**src/rtl/range_ctrl_pkg.sv**
```systemverilog
// Shared types and constants for the range command sequencer.
package range_ctrl_pkg;

    typedef enum logic [1:0] {
        IDLE = 2'd0,
        RUN  = 2'd1,
        WAIT = 2'd2,
        SHOW = 2'd3
    } state_t;

    typedef enum logic [2:0] {
        CMD_NONE = 3'd0,
        CMD_GO   = 3'd1,
        CMD_HOME = 3'd2,
        CMD_INC  = 3'd3,
        CMD_DEC  = 3'd4
    } cmd_t;

    localparam int KEY_GO   = 3;
    localparam int KEY_HOME = 2;
    localparam int KEY_DEC  = 1;
    localparam int KEY_INC  = 0;

    // Same-cycle presses resolve go > home > inc > dec; the losers are dropped.
    function automatic cmd_t pick_cmd(input logic [3:0] press);
        cmd_t c;
        c = CMD_NONE;
        if (press[KEY_GO])
            c = CMD_GO;
        else if (press[KEY_HOME])
            c = CMD_HOME;
        else if (press[KEY_INC])
            c = CMD_INC;
        else if (press[KEY_DEC])
            c = CMD_DEC;
        return c;
    endfunction

endpackage

```
**src/rtl/range_if.sv**
```systemverilog
// Handshake and RAM read-back bus between the sequencer and the range engine.
interface range_if;
    logic        go;
    logic [31:0] start;
    logic        done;
    logic [15:0] count;

    modport master (output go, output start, input done, input count);
    modport slave  (input go, input start, output done, output count);
endinterface

```
**src/rtl/range_ctrl_key_debounce.sv**
```systemverilog
// One pushbutton: 2-flop synchroniser, stable-low down-counter, single press pulse.
module key_debounce #(
    parameter int DEBOUNCE_CYCLES = 1000000,
    parameter int DB_BITS         = 20
) (
    input  logic clk,
    input  logic reset_n,
    input  logic key_n,
    output logic press
);
    localparam logic [DB_BITS-1:0] DB_LOAD = DB_BITS'(DEBOUNCE_CYCLES - 1);

    logic                sync_a;
    logic                sync_b;
    logic                armed;
    logic [DB_BITS-1:0]  db_cnt;

    // Bring the asynchronous key into the clk domain; idle level is released (high).
    always_ff @(posedge clk or negedge reset_n) begin
        if (!reset_n) begin
            sync_a <= 1'b1;
            sync_b <= 1'b1;
        end else begin
            sync_a <= key_n;
            sync_b <= sync_a;
        end
    end

    // Count consecutive low samples; fire once at terminal count, re-arm only on release.
    always_ff @(posedge clk or negedge reset_n) begin
        if (!reset_n) begin
            db_cnt <= '0;
            armed  <= 1'b0;
            press  <= 1'b0;
        end else begin
            press <= 1'b0;
            if (sync_b) begin
                db_cnt <= DB_LOAD;
                armed  <= 1'b1;
            end else if (armed) begin
                if (db_cnt == '0) begin
                    press <= 1'b1;
                    armed <= 1'b0;
                end else begin
                    db_cnt <= db_cnt - 1'b1;
                end
            end
        end
    end
endmodule

```
**src/rtl/range_ctrl.sv**
```systemverilog
// Range engine command sequencer: debounced keys -> go/start handshake -> RAM read-back.
//
// state | meaning
// IDLE  | nothing run since reset; only go is accepted
// RUN   | engine running, waiting for done
// WAIT  | read address applied, waiting out the RAM latency
// SHOW  | disp_count valid; go/home/inc/dec accepted
module range_ctrl
    import range_ctrl_pkg::*;
#(
    parameter int RAM_WORDS       = 256,
    parameter int RAM_ADDR_BITS   = 8,
    parameter int READ_LAT        = 3,
    parameter int DEBOUNCE_CYCLES = 1000000,
    parameter int DB_BITS         = 20
) (
    input  logic          clk,
    input  logic          reset_n,
    input  logic [3:0]    key_n,
    input  logic [9:0]    sw,
    range_if.master       rng,
    output logic [15:0]   disp_n,
    output logic [15:0]   disp_count,
    output logic          count_valid,
    output logic          busy
);
    localparam int WC_BITS = $clog2(READ_LAT + 1);
    localparam logic [RAM_ADDR_BITS-1:0] OFF_MAX = RAM_ADDR_BITS'(RAM_WORDS - 1);

    logic [3:0] press;
    cmd_t       cmd;

    for (genvar k = 0; k < 4; k++) begin : g_key
        key_debounce #(
            .DEBOUNCE_CYCLES (DEBOUNCE_CYCLES),
            .DB_BITS         (DB_BITS)
        ) u_db (
            .clk     (clk),
            .reset_n (reset_n),
            .key_n   (key_n[k]),
            .press   (press[k])
        );
    end

    assign cmd = pick_cmd(press);

    state_t                   state_q, state_d;
    logic [9:0]               base_q, base_d;
    logic [RAM_ADDR_BITS-1:0] offset_q, offset_d;
    logic [31:0]              start_q, start_d;
    logic                     go_q, go_d;
    logic [15:0]              disp_n_q, disp_n_d;
    logic [15:0]              disp_count_q, disp_count_d;
    logic                     valid_q, valid_d;
    logic                     busy_d;
    logic [WC_BITS-1:0]       wait_q, wait_d;

    // Register all sequencer state and outputs.
    always_ff @(posedge clk or negedge reset_n) begin
        if (!reset_n) begin
            state_q      <= IDLE;
            base_q       <= '0;
            offset_q     <= '0;
            start_q      <= '0;
            go_q         <= 1'b0;
            disp_n_q     <= '0;
            disp_count_q <= '0;
            valid_q      <= 1'b0;
            busy         <= 1'b0;
            wait_q       <= '0;
        end else begin
            state_q      <= state_d;
            base_q       <= base_d;
            offset_q     <= offset_d;
            start_q      <= start_d;
            go_q         <= go_d;
            disp_n_q     <= disp_n_d;
            disp_count_q <= disp_count_d;
            valid_q      <= valid_d;
            busy         <= busy_d;
            wait_q       <= wait_d;
        end
    end

    // Next-state and next-output logic; an offset change always re-reads the RAM.
    always_comb begin
        logic                     reread;
        logic [RAM_ADDR_BITS-1:0] new_off;

        state_d      = state_q;
        base_d       = base_q;
        offset_d     = offset_q;
        start_d      = start_q;
        go_d         = 1'b0;
        disp_n_d     = disp_n_q;
        disp_count_d = disp_count_q;
        valid_d      = valid_q;
        wait_d       = wait_q;
        reread       = 1'b0;
        new_off      = offset_q;

        unique case (state_q)
            IDLE, SHOW: begin
                if (cmd == CMD_GO) begin
                    base_d   = sw;
                    start_d  = {22'd0, sw};
                    go_d     = 1'b1;
                    offset_d = '0;
                    disp_n_d = {6'd0, sw};
                    valid_d  = 1'b0;
                    state_d  = RUN;
                end else if (state_q == SHOW) begin
                    unique case (cmd)
                        CMD_HOME: begin
                            new_off = '0;
                            reread  = 1'b1;
                        end
                        CMD_INC: begin
                            if (offset_q != OFF_MAX) begin
                                new_off = offset_q + 1'b1;
                                reread  = 1'b1;
                            end
                        end
                        CMD_DEC: begin
                            if (offset_q != '0) begin
                                new_off = offset_q - 1'b1;
                                reread  = 1'b1;
                            end
                        end
                        default: ;
                    endcase
                end
            end
            RUN: begin
                if (rng.done) begin
                    start_d = {{(32-RAM_ADDR_BITS){1'b0}}, offset_q};
                    wait_d  = WC_BITS'(READ_LAT);
                    state_d = WAIT;
                end
            end
            WAIT: begin
                // Down-counter loaded with READ_LAT: capture lands READ_LAT+1 cycles after the address.
                if (wait_q == '0) begin
                    disp_count_d = rng.count;
                    valid_d      = 1'b1;
                    state_d      = SHOW;
                end else begin
                    wait_d = wait_q - 1'b1;
                end
            end
            default: state_d = IDLE;
        endcase

        if (reread) begin
            offset_d = new_off;
            start_d  = {{(32-RAM_ADDR_BITS){1'b0}}, new_off};
            disp_n_d = {6'd0, base_q} + {{(16-RAM_ADDR_BITS){1'b0}}, new_off};
            valid_d  = 1'b0;
            wait_d   = WC_BITS'(READ_LAT);
            state_d  = WAIT;
        end

        busy_d = (state_d == RUN) || (state_d == WAIT);
    end

    assign rng.go      = go_q;
    assign rng.start   = start_q;
    assign disp_n      = disp_n_q;
    assign disp_count  = disp_count_q;
    assign count_valid = valid_q;
endmodule

```
**src/flat_wrapper.sv**
```systemverilog
// flat-port wrapper written by rule: the top's interface ports become plain ports
module range_ctrl_flat import range_ctrl_pkg::*;
#(
    parameter int RAM_WORDS       = 256,
    parameter int RAM_ADDR_BITS   = 8,
    parameter int READ_LAT        = 3,
    parameter int DEBOUNCE_CYCLES = 1000000,
    parameter int DB_BITS         = 20
)
  (clk, reset_n, key_n, sw, disp_n, disp_count, count_valid, busy, rng_go, rng_start, rng_done, rng_count);
  range_if rng_i ();
  input  logic clk;
  input  logic reset_n;
  input  logic [3:0] key_n;
  input  logic [9:0] sw;
  output logic [15:0] disp_n;
  output logic [15:0] disp_count;
  output logic count_valid;
  output logic busy;
  output wire logic [$bits(rng_i.go)-1:0] rng_go;
  output wire logic [$bits(rng_i.start)-1:0] rng_start;
  input wire logic [$bits(rng_i.done)-1:0] rng_done;
  input wire logic [$bits(rng_i.count)-1:0] rng_count;
  assign rng_go = rng_i.go;
  assign rng_start = rng_i.start;
  assign rng_i.done = rng_done;
  assign rng_i.count = rng_count;
  range_ctrl #(.RAM_WORDS(RAM_WORDS), .RAM_ADDR_BITS(RAM_ADDR_BITS), .READ_LAT(READ_LAT), .DEBOUNCE_CYCLES(DEBOUNCE_CYCLES), .DB_BITS(DB_BITS)) u_core (.clk(clk), .reset_n(reset_n), .key_n(key_n), .sw(sw), .rng(rng_i), .disp_n(disp_n), .disp_count(disp_count), .count_valid(count_valid), .busy(busy));
endmodule
```
**config.mk**
```make
export PLATFORM = sky130hd
export DESIGN_NAME = range_ctrl_flat
export DESIGN_NICKNAME = d
export VERILOG_FILES = /design/src/rtl/range_ctrl_pkg.sv /design/src/rtl/range_if.sv /design/src/rtl/range_ctrl_key_debounce.sv /design/src/rtl/range_ctrl.sv /design/src/flat_wrapper.sv
export SDC_FILE = /design/constraint.sdc
export NUM_CORES = 1
export LEC_CHECK = 0
export BUFFER_PORTS_ARGS = -buffer_cell sky130_fd_sc_hd__buf_2
export CAP_MARGIN = 20
export CORE_MARGIN = 4
export CORE_UTILIZATION = 59
export CTS_CLUSTER_DIAMETER = 120
export DETAILED_ROUTE_END_ITERATION = 8
export PLACE_DENSITY = 0.81
export SYNTH_ARGS = -nofsm -noshare
export SYNTH_HDL_FRONTEND = slang
export SYNTH_SLANG_ARGS = --single-unit
```
**constraint.sdc**
```tcl
create_clock -name clk -period 4.57 [get_ports clk]
set_clock_uncertainty 0.15 [all_clocks]
set_input_delay 0.457 -clock clk [delete_from_list [all_inputs] [get_ports clk]]
set_output_delay 0.457 -clock clk [all_outputs]
set_load 0.02 [all_outputs]
```
# Yosys cells after proc, flatten, opt, wreduce, memory -nomap -nowiden
# Index checks and enable logic that the tools add are counted.
[op_classes]
add_sub_neg = 8
eq_ne = 18
reduce_logical = 28
muxes = 77
[ops]
columns = ["op", "count"]
rows = [
  ["$mux W20", 12],
  ["$mux W32", 3],
  ["$logic_not A20 Y1", 4],
  ["$sub A20 B1 Y20 const B", 4],
  ["$mux W8", 8],
  ["$pmux W32 S2", 1],
  ["$mux W16", 3],
  ["$mux W1", 34],
  ["$pmux W8 S3", 1],
  ["$mux W2", 7],
  ["$reduce_and A2 Y1", 7],
  ["$mux W3", 4],
  ["$reduce_bool A2 Y1", 6],
  ["$add A10 B8 Y11", 1],
  ["$reduce_and A3 Y1", 3],
  ["$reduce_bool A3 Y1", 3],
  ["$add A8 B1 Y8 const B", 1],
  ["$ne A2 B2 Y1 const B", 4],
  ["$ne A8 B8 Y1 const B", 1],
  ["$reduce_bool A8 Y1", 1],
  ["$sub A8 B1 Y8 const B", 1],
  ["$eq A2 B2 Y1 const B", 3],
  ["$eq A3 B2 Y1 const B", 2],
  ["$ne A3 B1 Y1 const B", 2],
  ["13 further kinds", 15],
]
[word_totals]
inputBits = 33
output_inout_bits = 67
register_bits = 185
elab_cells = 161

# Longest topological paths before layout
[depth]
depth_word = 12
depth_mapped = 17
ltp_nobuf = 16

# Modules after synthesis
# Synthesis repeated with hierarchy kept, for this count alone.
[hier_totals]
cells_unflattened = 992
hier_area_um2 = 9685.5
[by_module_without_submodules]
columns = ["mod", "cells_per_inst", "seq_area_each_um2", "n_inst", "area_per_inst_um2"]
rows = [
  ["key_debounce", 146, 603.1, 4, 1423.9],
  ["range_ctrl", 408, 1551.5, 1, 3990.1],
]

# Worst setup path after synthesis
# Ideal clock, no wire load.
[synth_path]
path_type = "reg-to-reg"
start = "reg u_core.state_q[0]"
end = "reg u_core.disp_n_q[9], in the netlist u_core.disp_n[9]"
setup_time_ns = 0.137
path_stages_with_launch = 17
period_less_slack_ns = 3.678
path_buffers = 3
arrival_time_ns = 3.391
t_required_ns = 4.283
slack_ns = 0.892
path_cell_list = "dfrtp_1 -> inv_1 -> ha_1 -> and2b_1 -> and3_1 -> clkbuf_1 -> and3_1 -> clkbuf_1 -> clkbuf_1 -> o22ai_1 -> ha_1 -> a211oi_1 -> o21bai_1 -> o211a_1 -> o21ai_0 -> xor2_1 -> a21oi_1"
[synth_via]
elab_chain_cells = 6
[synth_rtl]
columns = ["element", "line", "rtl"]
rows = [
  ["start, declared", "range_ctrl.sv:47", "state_t state_q, state_d;"],
  ["start signal, assigned", "range_ctrl.sv:72", "state_q <= state_d;"],
  ["$eq A2 B2 Y1", "range_ctrl.sv:102, range_ctrl.sv:112", ""],
  ["$mux W8 or $mux W1 (tied branches)", "range_ctrl.sv:112", "end else if (state_q == SHOW) begin"],
  ["$mux W8 or $mux W1 (tied branches)", "range_ctrl.sv:104", "if (cmd == CMD_GO) begin"],
  ["$mux W8 or $mux W1 (tied branches)", "range_ctrl.sv:102", "unique case (state_q)"],
  ["$add A10 B8 Y11 or $reduce_bool A2 Y1 (tied branches)", "--", ""],
  ["$mux W16 or $reduce_and A2 Y1 (tied branches)", "--", ""],
  ["end signal, assigned", "range_ctrl.sv:77", "disp_n_q <= disp_n_d;"],
  ["end, declared", "range_ctrl.sv:52", "logic [15:0] disp_n_q, disp_n_d;"],
]
# Several ways; a longest one is shown, not always the timed one.
# A chain may end at the register's enable or synchronous reset.

# Worst setup path in the final report
[layout_path]
start = "reg u_core.state_q[0]"
end = "reg u_core.disp_n_q[8], in the netlist u_core.disp_n[8]"
# The elaborated chain is that of the path after synthesis.

==> flow_metrics.py <==
metrics = {
    "routing": {
        "route.antenna.remaining_nets": 0,
        "wl_microns": 17200,
        "route.detailed.drc": 0,
        "wl_per_cell_microns": 15.47,
        "detail_route.first_pass.iterations": 5,
        "via_count": 6416,
        "drtIter0Drc": 448,
        "via_per_instance_ratio": 5.770,
    },
    "floorplan": {
        "io-pin-count": 100,
        "coreArea_sq_um": 13880,
        "chipHeight_microns": 127.2,
        "fp.dieArea_sq_um": 16170,
        "die_width_microns": 127.2,
        "row_count": 43,
        "floorplan.initialDensity_pct": 60.37,
    },
    "cells_and_area": {
        "sequential_cell_area_sq_um": 3964,
        "n_antenna_cell": 0,
        "multi_input_gate_area_in_the_final_layout_sq_um": 4055,
        "post_route_cells_drive_above_1_share_pct": 17.06,
        "final_common_cell": "dfrtp_1",
        "final_cell_area_sq_um": 9425,
        "number_of_filler_cells_placed_in_the_layout": 1090,
        "most-common-layout-cells": "dfrtp_1 (150), nand2_1 (93), nor2_1 (71), buf_2 (71), nor3_1 (40)",
        "finalNetCount": 972,
        "flow.area_growth_from_synthesis_pct": 12.47,
    },
    "global_routing": {
        "grt_first_pass_wirelength_microns": 29360,
        "gr-usage-met2_pct": 35.62,
        "vias_in_the_first_global_route": 6218,
        "met1_track_usage_gr_pct": 30.11,
        "global_route.peak_usage_layer": "met2",
        "met3_usage_pct": 4.390,
        "overall_overflow_remaining_after_global_route": 0,
        "grt_usage_pct": 22.16,
        "maximum_number_of_pins_on_one_net_before_global_route_repair": 88,
        "antenna_found_initial": 0,
    },
    "synthesis": {
        "synth_top_area_share_pct": 44.79,
        "total_number_of_yosys_warnings": 0,
        "fraction_of_the_yosys_area_taken_by_sequential_cells_pct": 47.30,
        "post_synth_main_area_contributors": "dfrtp_1 (45%), nand2_1 (4.2%), xor2_1 (3.4%), nor2_1 (3.2%), xnor2_1 (3.1%)",
        "synth_async_sr_flop_share_pct": 100.0,
        "synthCells": 853,
        "ys_dominant_reg_cell": "dfrtp_1",
        "yosysUniqueCellTypes": 90,
        "synth.largest_area_cell": "dfrtp_1",
        "synthesis.area_per_instance_sq_um": 9.825,
        "number_of_enable_type_register_cells_in_the_synthesized_netlist": 0,
        "synth.ff_latch_count": 158,
        "post_synth_instance_area_sq_um": 8381,
    },
    "setup_path": {
        "regToRegSetupSlack_ns": 0.85,
        "worstReg2RegEnd": "u_core.disp_n[8]$_DFFE_PN0P_",
        "timing.reg2reg.worst_path_depth": 15,
        "critical_path.slowest_cell": "dfrtp_1",
        "cp_cell_sequence": "inv_1 -> ha_1 -> and2b_1 -> and3_1 -> nand3_1 -> a21o_1 -> ha_1 -> inv_1 -> fa_1 -> nor2b_1 -> o21ai_0 -> a21oi_1 -> o41ai_1 -> xor2_1 -> a21oi_1",
        "start_kind": "register",
        "cpPeakStageDelay_ns": 0.44,
        "worstSetupPathType": "reg -> reg",
        "r2r_start": "u_core.state_q[0]$_DFF_PN0_",
        "crit_arrival_ns": 3.87,
        "worst-endpoint-required_ns": 4.72,
        "critical_path.endpoint_type": "register",
        "crit_path_max_fanout": 9,
    },
    "timing": {
        "slew-limit-headroom_pct": 37.04,
        "timing.fmax_ghz": 0.2687,
        "timing.setup.tns_ns": 0,
        "layout_min_cycle_time_ns": 3.721,
        "final.period_utilization_pct": 81.42,
        "grt_setup_unrepaired": "no",
        "setup_viol": 0,
        "timing_worst_slew_pin_value_ns": 0.9444,
        "hold_viol": 0,
        "final-max-slew-violation-count": 0,
    },
    "placement": {
        "placedInstanceArea_sq_um": 8753,
        "io_buffers": 72,
        "dp_hpwl_microns": 11680,
        "gpl.final_weighted_congestion": 0.9305,
    },
    "worst_hold_path": {
        "whs_path_depth": 2,
        "hold_end": "u_core.disp_count[9]$_DFFE_PN0P_",
        "min_from": "rng_count[9]",
        "worst_hold_path_type": "in -> reg",
    },
    "power_and_ir_drop": {
        "pwr_density_cell_nw_per_um2": 423.4,
        "leakage_nw": 3.887,
        "vdd_drop_max_mv": 0.3073,
    },
    "clock_tree": {
        "cts_hold_buffers": 5,
        "cts_root_buf": "clkbuf_16",
        "cts_tree": "built",
        "worst_setup_hold_path_clk_slew_ns": 0.07,
        "ctsLongestPathBuffers": 2,
        "insertion_delay_ns": 0.43,
        "post-cts-setup-buffers": 0,
        "numClockSinks": 158,
        "cts-htree-levels": 4,
        "numCtsBuffers": 17,
        "post_cts_resized": 0,
    },
    "flow_run": {
        "timing.max_cap.violations": 0,
    },
    "outcome": {
        "run_status": "completed",
    },
}
==> stage by stage <==
step | util (%) | std cells | total power, mW | setup slack [ns] | hold WS [ns]
2_1_floorplan | - | 879 | 2.289 | 0.8923 | 0.01141
3_5_place_dp | 63.06 | 1075 | 2.531 | 0.9096 | 0.1984
5_1_grt | 67.90 | 1112 | 4.182 | 0.5007 | 0.09650
6_report | 67.90 | 1112 | 3.990 | 0.8490 | 0.1088
4_1_cts | 67.90 | 1112 | 4.029 | 0.8826 | 0.09229
3_3_place_gp | 63.06 | 1075 | 2.499 | 0.9898 | 0.1960
==> cell families after synthesis <==
logic type	synth area share (%)
simple gates	21.65
flops	47.30
compound gates	12.48
buf+inv	5.479
xor+xnor	6.584
mux	3.389
fa+ha+maj	3.076
other cells	0.04475
==> synth_stat cells, drive strengths merged (5+ instances only) <==
cell    count
nand3      27
dfrtp     150
a21oi      32
mux2       19
nand2b     14
or3        19
o31ai       7
and3       10
nand4       7
or4        11
nor4       17
buf        36
mux2i       7
o21ai      33
inv        26
nor2       71
a211oi      9
xnor2      30
nor3b       5
nor3       41
dfstp       8
clkbuf     25
nor2b       9
a21o        8
nand2      93
xor2       33
ha         19
or3b        5
a31oi      14
==> registers in the layout, summed over array words and instances (netlist names) <==
name / cells
u_core.base_q: 10
u_core.busy: 1
u_core.g_key.u_db.press: 4
u_core.rng.start: 10
u_core.g_key.u_db.db_cnt: 80
u_core.disp_count: 16
u_core.count_valid: 1
u_core.offset_q: 8
u_core.state_q: 2
u_core.g_key.u_db.sync_a: 4
u_core.disp_n: 11
u_core.rng.go: 1
u_core.g_key.u_db.sync_b: 4
u_core.wait_q: 2
u_core.g_key.u_db.armed: 4
==> metal layers <==
layer	routed length [microns]	vias to the layer above
li1	-	3103
met1	7695	3141
met2	8536	141
met3	611	31
met4	355	0
met5	0	-
==> layout make-up <==
type	instances	share of cell area, %
multi-input combinational	632	43.02
sequential	158	42.05
timing repair buffer	82	4.819
clock buffer	18	4.659
tap	180	2.389
clock inverter	14	1.938
inverter	28	1.115
==> worst max-delay path: cells and delay by family (launching register included) <==
kind,cells,cell delay [ns]
AND/OR/NAND/NOR,4,0.81
AO/OA/AOI/OAI,5,1.07
buffers and inverters,2,0.15
adder cells (fa/ha/maj),3,0.77
XOR/XNOR,1,0.19
flip-flops,1,0.44
==> worst max path at each step <==
stage	end	depth (start not counted)	slack [ns]	from
after floorplan	u_core.disp_n[9]$_DFFE_PN0P_	16	0.89	u_core.state_q[0]$_DFF_PN0_
after global placement	u_core.disp_n[8]$_DFFE_PN0P_	15	0.99	u_core.state_q[0]$_DFF_PN0_
after detailed placement	u_core.disp_n[8]$_DFFE_PN0P_	15	0.91	u_core.state_q[0]$_DFF_PN0_
after CTS	u_core.disp_n[8]$_DFFE_PN0P_	15	0.88	u_core.state_q[0]$_DFF_PN0_
after global routing	u_core.disp_n[8]$_DFFE_PN0P_	15	0.50	u_core.state_q[0]$_DFF_PN0_
final	u_core.disp_n[8]$_DFFE_PN0P_	15	0.85	u_core.state_q[0]$_DFF_PN0_
==> where the power goes <==
group,leakage [nW],internal [mW],switching [mW]
clock,0.299,0.886,0.594
combinational,1.84,0.329,0.526
sequential,1.75,1.56,0.0931
total,3.89,2.78,1.21
Note: power is estimated with default switching activity, not from simulation.
